<file path="config.mk">
export PLATFORM = sky130hd
export DESIGN_NAME = spi_master_flat
export DESIGN_NICKNAME = d
export VERILOG_FILES = /design/src/rtl/spi_pkg.sv /design/src/rtl/spi_master_if.sv /design/src/rtl/spi_clk_gen.sv /design/src/rtl/spi_master.sv /design/src/flat_wrapper.sv
export SDC_FILE = /design/constraint.sdc
export NUM_CORES = 1
export LEC_CHECK = 0
export ABC_AREA = 1
export BUFFER_PORTS_ARGS = -buffer_cell sky130_fd_sc_hd__clkbuf_2
export CAP_MARGIN = 20
export CORE_AREA = 2 2 64 66
export DETAILED_ROUTE_END_ITERATION = 8
export DIE_AREA = 0 0 66 68
export GPL_TIMING_DRIVEN = 0
export PLACE_DENSITY = 0.8
export SYNTH_ARGS = -nofsm -noshare
export SYNTH_HDL_FRONTEND = slang
export SYNTH_SLANG_ARGS = --single-unit
</file>
<file path="constraint.sdc">
create_clock -name clk -period 1.5 [get_ports clk]
set_input_delay 0.15 -clock clk [delete_from_list [all_inputs] [get_ports clk]]
set_output_delay 0.15 -clock clk [all_outputs]
set_load 0.005 [all_outputs]
</file>
<file path="src/rtl/spi_pkg.sv">
// Shared SPI definitions: FSM state encoding, mode word layout and mode bit positions.
package spi_pkg;

  typedef enum logic [1:0] {
    ST_IDLE,
    ST_SETUP,
    ST_TRANSFER,
    ST_HOLD
  } spi_state_t;

  typedef logic [1:0] spi_mode_t;

  localparam int unsigned CPOL_BIT = 1;
  localparam int unsigned CPHA_BIT = 0;

endpackage

</file>
<file path="src/rtl/spi_master_if.sv">
// Host-side handshake bundle of the SPI master: word in/out, start request, busy/done status.
interface spi_master_if
  import spi_pkg::*;
#(
  parameter int unsigned DATA_WIDTH = 8
) ();

  logic [DATA_WIDTH-1:0] data_in;
  logic                  send;
  spi_mode_t             mode;
  logic                  busy;
  logic                  done;
  logic [DATA_WIDTH-1:0] data_out;

  // master: the host logic issuing requests; slave: the spi_master serving them
  modport master (output data_in, output send, output mode,
                  input busy, input done, input data_out);
  modport slave  (input data_in, input send, input mode,
                  output busy, output done, output data_out);

endinterface

</file>
<file path="src/rtl/spi_clk_gen.sv">
// Half-period timer and registered SCK generator; strobes mark leading/trailing SCK edges.
module spi_clk_gen #(
  parameter int unsigned CLK_DIV = 4
) (
  input  logic clk,
  input  logic srst,
  input  logic en,
  input  logic toggle,
  input  logic cpol,
  input  logic sck_idle,
  output logic tick,
  output logic lead_stb,
  output logic trail_stb,
  output logic sck
);

  localparam int unsigned CW = (CLK_DIV > 1) ? $clog2(CLK_DIV) : 1;

  logic [CW-1:0] cnt_q;

  assign tick      = en && (cnt_q == CW'(CLK_DIV - 1));
  // A toggle away from the idle level is a leading edge
  assign lead_stb  = toggle && tick && (sck == cpol);
  assign trail_stb = toggle && tick && (sck != cpol);

  always_ff @(posedge clk) begin
    if (srst) begin
      cnt_q <= '0;
      sck   <= 1'b0;
    end else begin
      cnt_q <= (!en || tick) ? '0 : cnt_q + CW'(1);
      if (!toggle)
        sck <= sck_idle;
      else if (tick)
        sck <= ~sck;
    end
  end

endmodule

</file>
<file path="src/rtl/spi_master.sv">
// SPI master: FSM, TX/RX shift registers and SCK edge counter for all four CPOL/CPHA modes.
module spi_master
  import spi_pkg::*;
#(
  parameter int unsigned DATA_WIDTH = 8,
  parameter int unsigned CLK_DIV    = 4
) (
  input  logic             clk,
  input  logic             srst,
  spi_master_if.slave      host,
  output logic             sck,
  output logic             cs,
  output logic             mosi,
  input  logic             miso
);

  localparam int unsigned EW = $clog2(2 * DATA_WIDTH) + 1;

  spi_state_t            state_q, state_d;
  logic [DATA_WIDTH-1:0] tx_q, rx_q, data_out_q;
  spi_mode_t             mode_q;
  logic [EW-1:0]         edge_cnt_q;
  logic                  busy_q, done_q;
  logic                  tick, lead_stb, trail_stb;
  logic                  accept, last_edge, sample, shift;
  logic                  gen_en, gen_toggle, gen_idle;

  assign host.busy     = busy_q;
  assign host.done     = done_q;
  assign host.data_out = data_out_q;

  assign last_edge  = (edge_cnt_q == EW'(2 * DATA_WIDTH - 1));
  assign gen_en     = (state_q != ST_IDLE);
  assign gen_toggle = (state_q == ST_TRANSFER);
  assign gen_idle   = (state_q == ST_IDLE) ? host.mode[CPOL_BIT] : mode_q[CPOL_BIT];

  // CPHA=0 shifts on trailing edges but not after the final one, so the last bit stays on mosi
  assign sample = mode_q[CPHA_BIT] ? trail_stb : lead_stb;
  assign shift  = mode_q[CPHA_BIT] ? lead_stb  : (trail_stb && !last_edge);

  spi_clk_gen #(
    .CLK_DIV(CLK_DIV)
  ) u_clk_gen (
    .clk      (clk),
    .srst     (srst),
    .en       (gen_en),
    .toggle   (gen_toggle),
    .cpol     (mode_q[CPOL_BIT]),
    .sck_idle (gen_idle),
    .tick     (tick),
    .lead_stb (lead_stb),
    .trail_stb(trail_stb),
    .sck      (sck)
  );

  always_ff @(posedge clk) begin
    if (srst) state_q <= ST_IDLE;
    else      state_q <= state_d;
  end

  always_comb begin
    state_d = state_q;
    accept  = 1'b0;
    case (state_q)
      ST_IDLE: begin
        // the done cycle still blocks a new request
        accept = host.send && !done_q;
        if (accept) state_d = ST_SETUP;
      end
      ST_SETUP:    if (tick) state_d = ST_TRANSFER;
      ST_TRANSFER: if (tick && last_edge) state_d = ST_HOLD;
      ST_HOLD:     if (tick) state_d = ST_IDLE;
      default:     state_d = ST_IDLE;
    endcase
  end

  always_ff @(posedge clk) begin
    if (srst) begin
      tx_q       <= '0;
      rx_q       <= '0;
      data_out_q <= '0;
      mode_q     <= '0;
      edge_cnt_q <= '0;
      busy_q     <= 1'b0;
      done_q     <= 1'b0;
      cs         <= 1'b1;
      mosi       <= 1'b0;
    end else begin
      done_q <= 1'b0;
      if (accept) begin
        tx_q       <= host.data_in;
        rx_q       <= '0;
        mode_q     <= host.mode;
        edge_cnt_q <= '0;
        busy_q     <= 1'b1;
        cs         <= 1'b0;
        mosi       <= host.mode[CPHA_BIT] ? 1'b0 : host.data_in[DATA_WIDTH-1];
      end
      if (state_q == ST_TRANSFER && tick)
        edge_cnt_q <= edge_cnt_q + EW'(1);
      if (shift) begin
        tx_q <= {tx_q[DATA_WIDTH-2:0], 1'b0};
        mosi <= mode_q[CPHA_BIT] ? tx_q[DATA_WIDTH-1] : tx_q[DATA_WIDTH-2];
      end
      if (sample)
        rx_q <= {rx_q[DATA_WIDTH-2:0], miso};
      if (state_q == ST_HOLD && tick) begin
        busy_q     <= 1'b0;
        done_q     <= 1'b1;
        data_out_q <= rx_q;
        cs         <= 1'b1;
        mosi       <= 1'b0;
      end
    end
  end

endmodule

</file>
<file path="src/flat_wrapper.sv">
// flat-port wrapper written by rule: the top's interface ports become plain ports
module spi_master_flat import spi_pkg::*;
#(
  parameter int unsigned DATA_WIDTH = 8,
  parameter int unsigned CLK_DIV    = 4
)
  (clk, srst, sck, cs, mosi, miso, host_data_in, host_send, host_mode, host_busy, host_done, host_data_out);
  spi_master_if #(.DATA_WIDTH(DATA_WIDTH)) host_i ();
  input  logic clk;
  input  logic srst;
  output logic sck;
  output logic cs;
  output logic mosi;
  input  logic miso;
  input wire logic [$bits(host_i.data_in)-1:0] host_data_in;
  input wire logic [$bits(host_i.send)-1:0] host_send;
  input wire logic [$bits(host_i.mode)-1:0] host_mode;
  output wire logic [$bits(host_i.busy)-1:0] host_busy;
  output wire logic [$bits(host_i.done)-1:0] host_done;
  output wire logic [$bits(host_i.data_out)-1:0] host_data_out;
  assign host_i.data_in = host_data_in;
  assign host_i.send = host_send;
  assign host_i.mode = host_mode;
  assign host_busy = host_i.busy;
  assign host_done = host_i.done;
  assign host_data_out = host_i.data_out;
  spi_master #(.DATA_WIDTH(DATA_WIDTH), .CLK_DIV(CLK_DIV)) u_core (.clk(clk), .srst(srst), .host(host_i), .sck(sck), .cs(cs), .mosi(mosi), .miso(miso));
endmodule
</file>
==> impl_metrics.csv <==
group,metric,value,unit
worst_setup_path,crit-reg2reg-launch,"u_core.state_q[0]",
worst_setup_path,reg2regPathDepth,9,
worst_hold_path,hold-path-cell-count,3,
clock_tree,cts_max_path_buffers,2,
logic_synthesis,postSynthNetCount,247,
logic_synthesis,synthesis.area,0.001802,mm²
timing,slew_headroom,70.20,%
power_and_ir_drop,seq_power_share,42.7,%
route,post_route_drc,0,
cells_and_area,finalCoreUtilization,63.11,%
cells_and_area,layout.filler_cells,334,
die,chipWidth,66,µm
power_and_ir_drop,switching_share,35.48,%
power_and_ir_drop,power.share.clock,25.4,%
cells_and_area,final_common_cell,"sky130_fd_sc_hd__nand2_1",
cells_and_area,drive_gt1_share,36.17,%
grt,globalRoute.totalOverflow,0,
cells_and_area,area.growth.synth_to_final,35.07,%
cells_and_area,layout.cells.most_common_list,"46 x sky130_fd_sc_hd__nand2_1, 35 x sky130_fd_sc_hd__dfxtp_1, 26 x sky130_fd_sc_hd__clkbuf_2",
logic_synthesis,synth.yosys.seq_area_share,44.44,%
route,drt.antenna.violating_nets,0,
timing,worst-slew-pin-transition,447.1,ps
power_and_ir_drop,internal_power_component,1955,µW
route,routedWlPerCell,13.33,µm
route,total_via_count_after_detailed_routing,1730,
logic_synthesis,synth-seq-cells,40,
worst_setup_path,path_max_fanout,7,
worst_setup_path,r2r_end,"u_core.tx_q[2]",
logic_synthesis,yosys_warnings,0,
timing,highest_clock_rate,637.9,MHz
worst_setup_path,reg_to_reg_slack_setup,-70,ps
timing,finalSetupViolCount,17,
clock_tree,cts_tree,"done",
grt,grt_first_pass_wirelength,6630,µm
die,initial_utilization,46.72,%
die,core.rowCount,23,
clock_tree,cts_made_buffers,5,
grt,grt_pass1_vias,1488,
power_and_ir_drop,power_density,1245,mW/mm²
cells_and_area,insertedDiodeCount,0,
timing,timing.final.crit_period,1568,ps
cells_and_area,area.sequential,809.5,µm²
clock_tree,root_buffer,"sky130_fd_sc_hd__clkbuf_8",
worst_setup_path,cp_class,"flop to flop",
grt,initial_antenna_violation_count,0,
timing,finalCritPeriodShare,104.5,%
logic_synthesis,syn-instance-count,225,
timing,timing.final.max_slew_violations,0,
cells_and_area,multi_input_comb_area,0.001035,mm²
timing,skew,8.525,ps
power_and_ir_drop,netSwitchingPower,1075,µW
worst_setup_path,setup.worst_path.end_class,"flop",
clock_tree,cts_sinks,40,
route,first_pass_iters,4,
logic_synthesis,post_synth_cell_types,24,
worst_setup_path,crit_arrival,1760,ps
worst_hold_path,worst_hold_startpoint,"miso",
route,postRouteWirelength,4426,µm
route,routed_via_density,5.211,
placement,port_buffers,26,
placement,final_wtd_congestion,0.8233,
clock_tree,clock_tree.htree_level_count,2,
run,max_cap_viol_count,0,
worst_setup_path,timing.critical_path.from_type,"flop",
cells_and_area,nets,303,
timing,final_hold_viol_count,0,
worst_hold_path,hold_path_class,"input port to flop",
die,core-area,0.003856,mm²
timing,rsz0062_at_grt,"true",
clock_tree,cts.clk_slew.worst_paths,80,ps
worst_setup_path,critPathRequiredTime,1700,ps
logic_synthesis,avgSynthCellArea,8.008,µm²
power_and_ir_drop,vdd.ir_drop.worst,0.7044,mV
outcome,outcome,"complete, but fails checks",
outcome,violations,"negative setup slack",
power_and_ir_drop,combPwrFrac,31.9,%
die,design.die.area,0.004488,mm²
worst_hold_path,worstHoldEndpoint,"u_core.rx_q[0]",
die,die_height,68,µm
die,io_pins,27,
timing,whs,85.93,ps
grt,grt_max_degree,14,
clock_tree,clk-insertion-delay-late,310,ps
route,drt_iter0_drc,114,
grt,groute.usage.overall,19.56,%
timing,setup_slack,-67.60,ps
clock_tree,holdBufCountCts,0,
power_and_ir_drop,p_leak,0.001051,µW
placement,dp.final_hpwl,2571,µm
## synth_stat cells
cell type	n	area share (%)
sky130_fd_sc_hd__or2_2	1	0.35
sky130_fd_sc_hd__nand3b_1	1	0.42
sky130_fd_sc_hd__a21oi_1	25	6.9
sky130_fd_sc_hd__nand2_4	3	1.9
sky130_fd_sc_hd__clkinv_1	3	0.62
sky130_fd_sc_hd__nand3_1	5	1.4
sky130_fd_sc_hd__nand3_4	4	3.9
sky130_fd_sc_hd__o21ai_0	18	5.0
sky130_fd_sc_hd__nand4_1	8	2.8
sky130_fd_sc_hd__or2_0	1	0.35
sky130_fd_sc_hd__clkbuf_1	3	0.62
sky130_fd_sc_hd__nor3_1	2	0.56
sky130_fd_sc_hd__nor2_8	1	1.1
sky130_fd_sc_hd__inv_1	20	4.2
sky130_fd_sc_hd__buf_2	1	0.28
sky130_fd_sc_hd__nand2_1	52	11
sky130_fd_sc_hd__dfxtp_1	40	44
sky130_fd_sc_hd__o21a_1	1	0.42
sky130_fd_sc_hd__a31oi_1	1	0.35
sky130_fd_sc_hd__inv_2	2	0.42
sky130_fd_sc_hd__a22o_1	8	3.9
sky130_fd_sc_hd__ha_1	8	5.6
sky130_fd_sc_hd__o211ai_1	1	0.42
sky130_fd_sc_hd__nor2_1	16	3.3
## power groups by stage
stage	registers, µW	logic, µW	clock network [µW]
floorplan	1290	543	0
global placement	1300	686	0
detailed placement	1310	706	0
CTS	1280	862	768
global route	1310	1090	805
finish	1290	966	770
## cell type report
type	instances	share of cell area [%]
Inverter	25	4.576
Multi-Input combinational cell	158	42.52
Buffer	4	0.8226
Timing Repair inverter	1	0.2571
Tap cell	50	2.571
Clock buffer	6	3.393
Sequential cell	40	33.26
Timing Repair Buffer	46	11.98
Clock inverter	2	0.6170
## routing by layer
layer | vias up | GRT usage, % | share of wire [%]
met2 | 49 | 32.32 | 50
met4 | 0 | 9.694 | 1.9
li1 | 871 | - | -
met3 | 10 | 3.947 | 5.7
met1 | 800 | 24.46 | 42
met5 | - | 0 | 0
## cell families (layout without fill, tap and decap cells)
group / count (synthesis) / count (layout) / synth area share (%)
buffers and inverters: 29 / 84 / 6.111
flip-flops: 40 / 40 / 44.44
AO/OA/AOI/OAI: 54 / 54 / 17.01
AND/OR/NAND/NOR: 94 / 96 / 26.88
adder cells (fa/ha/maj): 8 / 8 / 5.556
## per-stage QoR
| step | total power, µW | TNS, ps | std cells | area (µm²) | setup slack [ps] |
|---|---|---|---|---|---|
| final | 3030 | -615.5 | 332 | 2434 | -67.60 |
| after global routing | 3202 | -2244 | 332 | 2434 | -166.9 |
| after CTS | 2911 | -37.60 | 319 | 2245 | -35.99 |
| after detailed placement | 2014 | -4531 | 301 | 2002 | -188.5 |
| after global placement | 1990 | -3586 | 301 | 2002 | -165.0 |
| after floorplan | 1836 | 0 | 225 | 1809 | 7.671 |
## critical path: stages (launching register included)
cell and delay [ps]:
sky130_fd_sc_hd__dfxtp_2 360, sky130_fd_sc_hd__inv_4 60, sky130_fd_sc_hd__ha_4 170, sky130_fd_sc_hd__inv_4 60
sky130_fd_sc_hd__nand2_4 70, sky130_fd_sc_hd__nor2_8 210, sky130_fd_sc_hd__nand3_4 180, sky130_fd_sc_hd__buf_4 180
sky130_fd_sc_hd__a21oi_1 110, sky130_fd_sc_hd__nor2_1 60
## sequential cells by signal (all words and copies together), names as in the netlist
| signal | flops |
|---|---|
| u_core.cs | 1 |
| u_core.edge_cnt_q | 5 |
| u_core.host.busy | 1 |
| u_core.host.data_out | 8 |
| u_core.host.done | 1 |
| u_core.mode_q | 2 |
| u_core.mosi | 1 |
| u_core.rx_q | 8 |
| u_core.state_q | 2 |
| u_core.tx_q | 8 |
| u_core.u_clk_gen.cnt_q | 2 |
| u_core.u_clk_gen.sck | 1 |
## repair_timing
action / 4_1_cts / 5_1_grt
endpoints found under the setup margin: 33 / 31
resized for setup: 21 / 33
setup buffers: 8 / 12
pin swaps: 5 / 14
gates cloned: 2 / 1
## worst max-delay path by stage
stage / start / to / slack, ps / cells past startpoint
after floorplan: u_core.state_q[1] / u_core.tx_q[7] / 8 / 11
after global placement: u_core.edge_cnt_q[0] / u_core.tx_q[7] / -170 / 11
after detailed placement: u_core.edge_cnt_q[0] / u_core.tx_q[7] / -190 / 11
after CTS: u_core.edge_cnt_q[0] / u_core.tx_q[7] / -40 / 11
after global routing: u_core.edge_cnt_q[1] / u_core.tx_q[7] / -170 / 11
final: u_core.state_q[0] / u_core.tx_q[2] / -70 / 9
(Power assumes the default switching activity.)
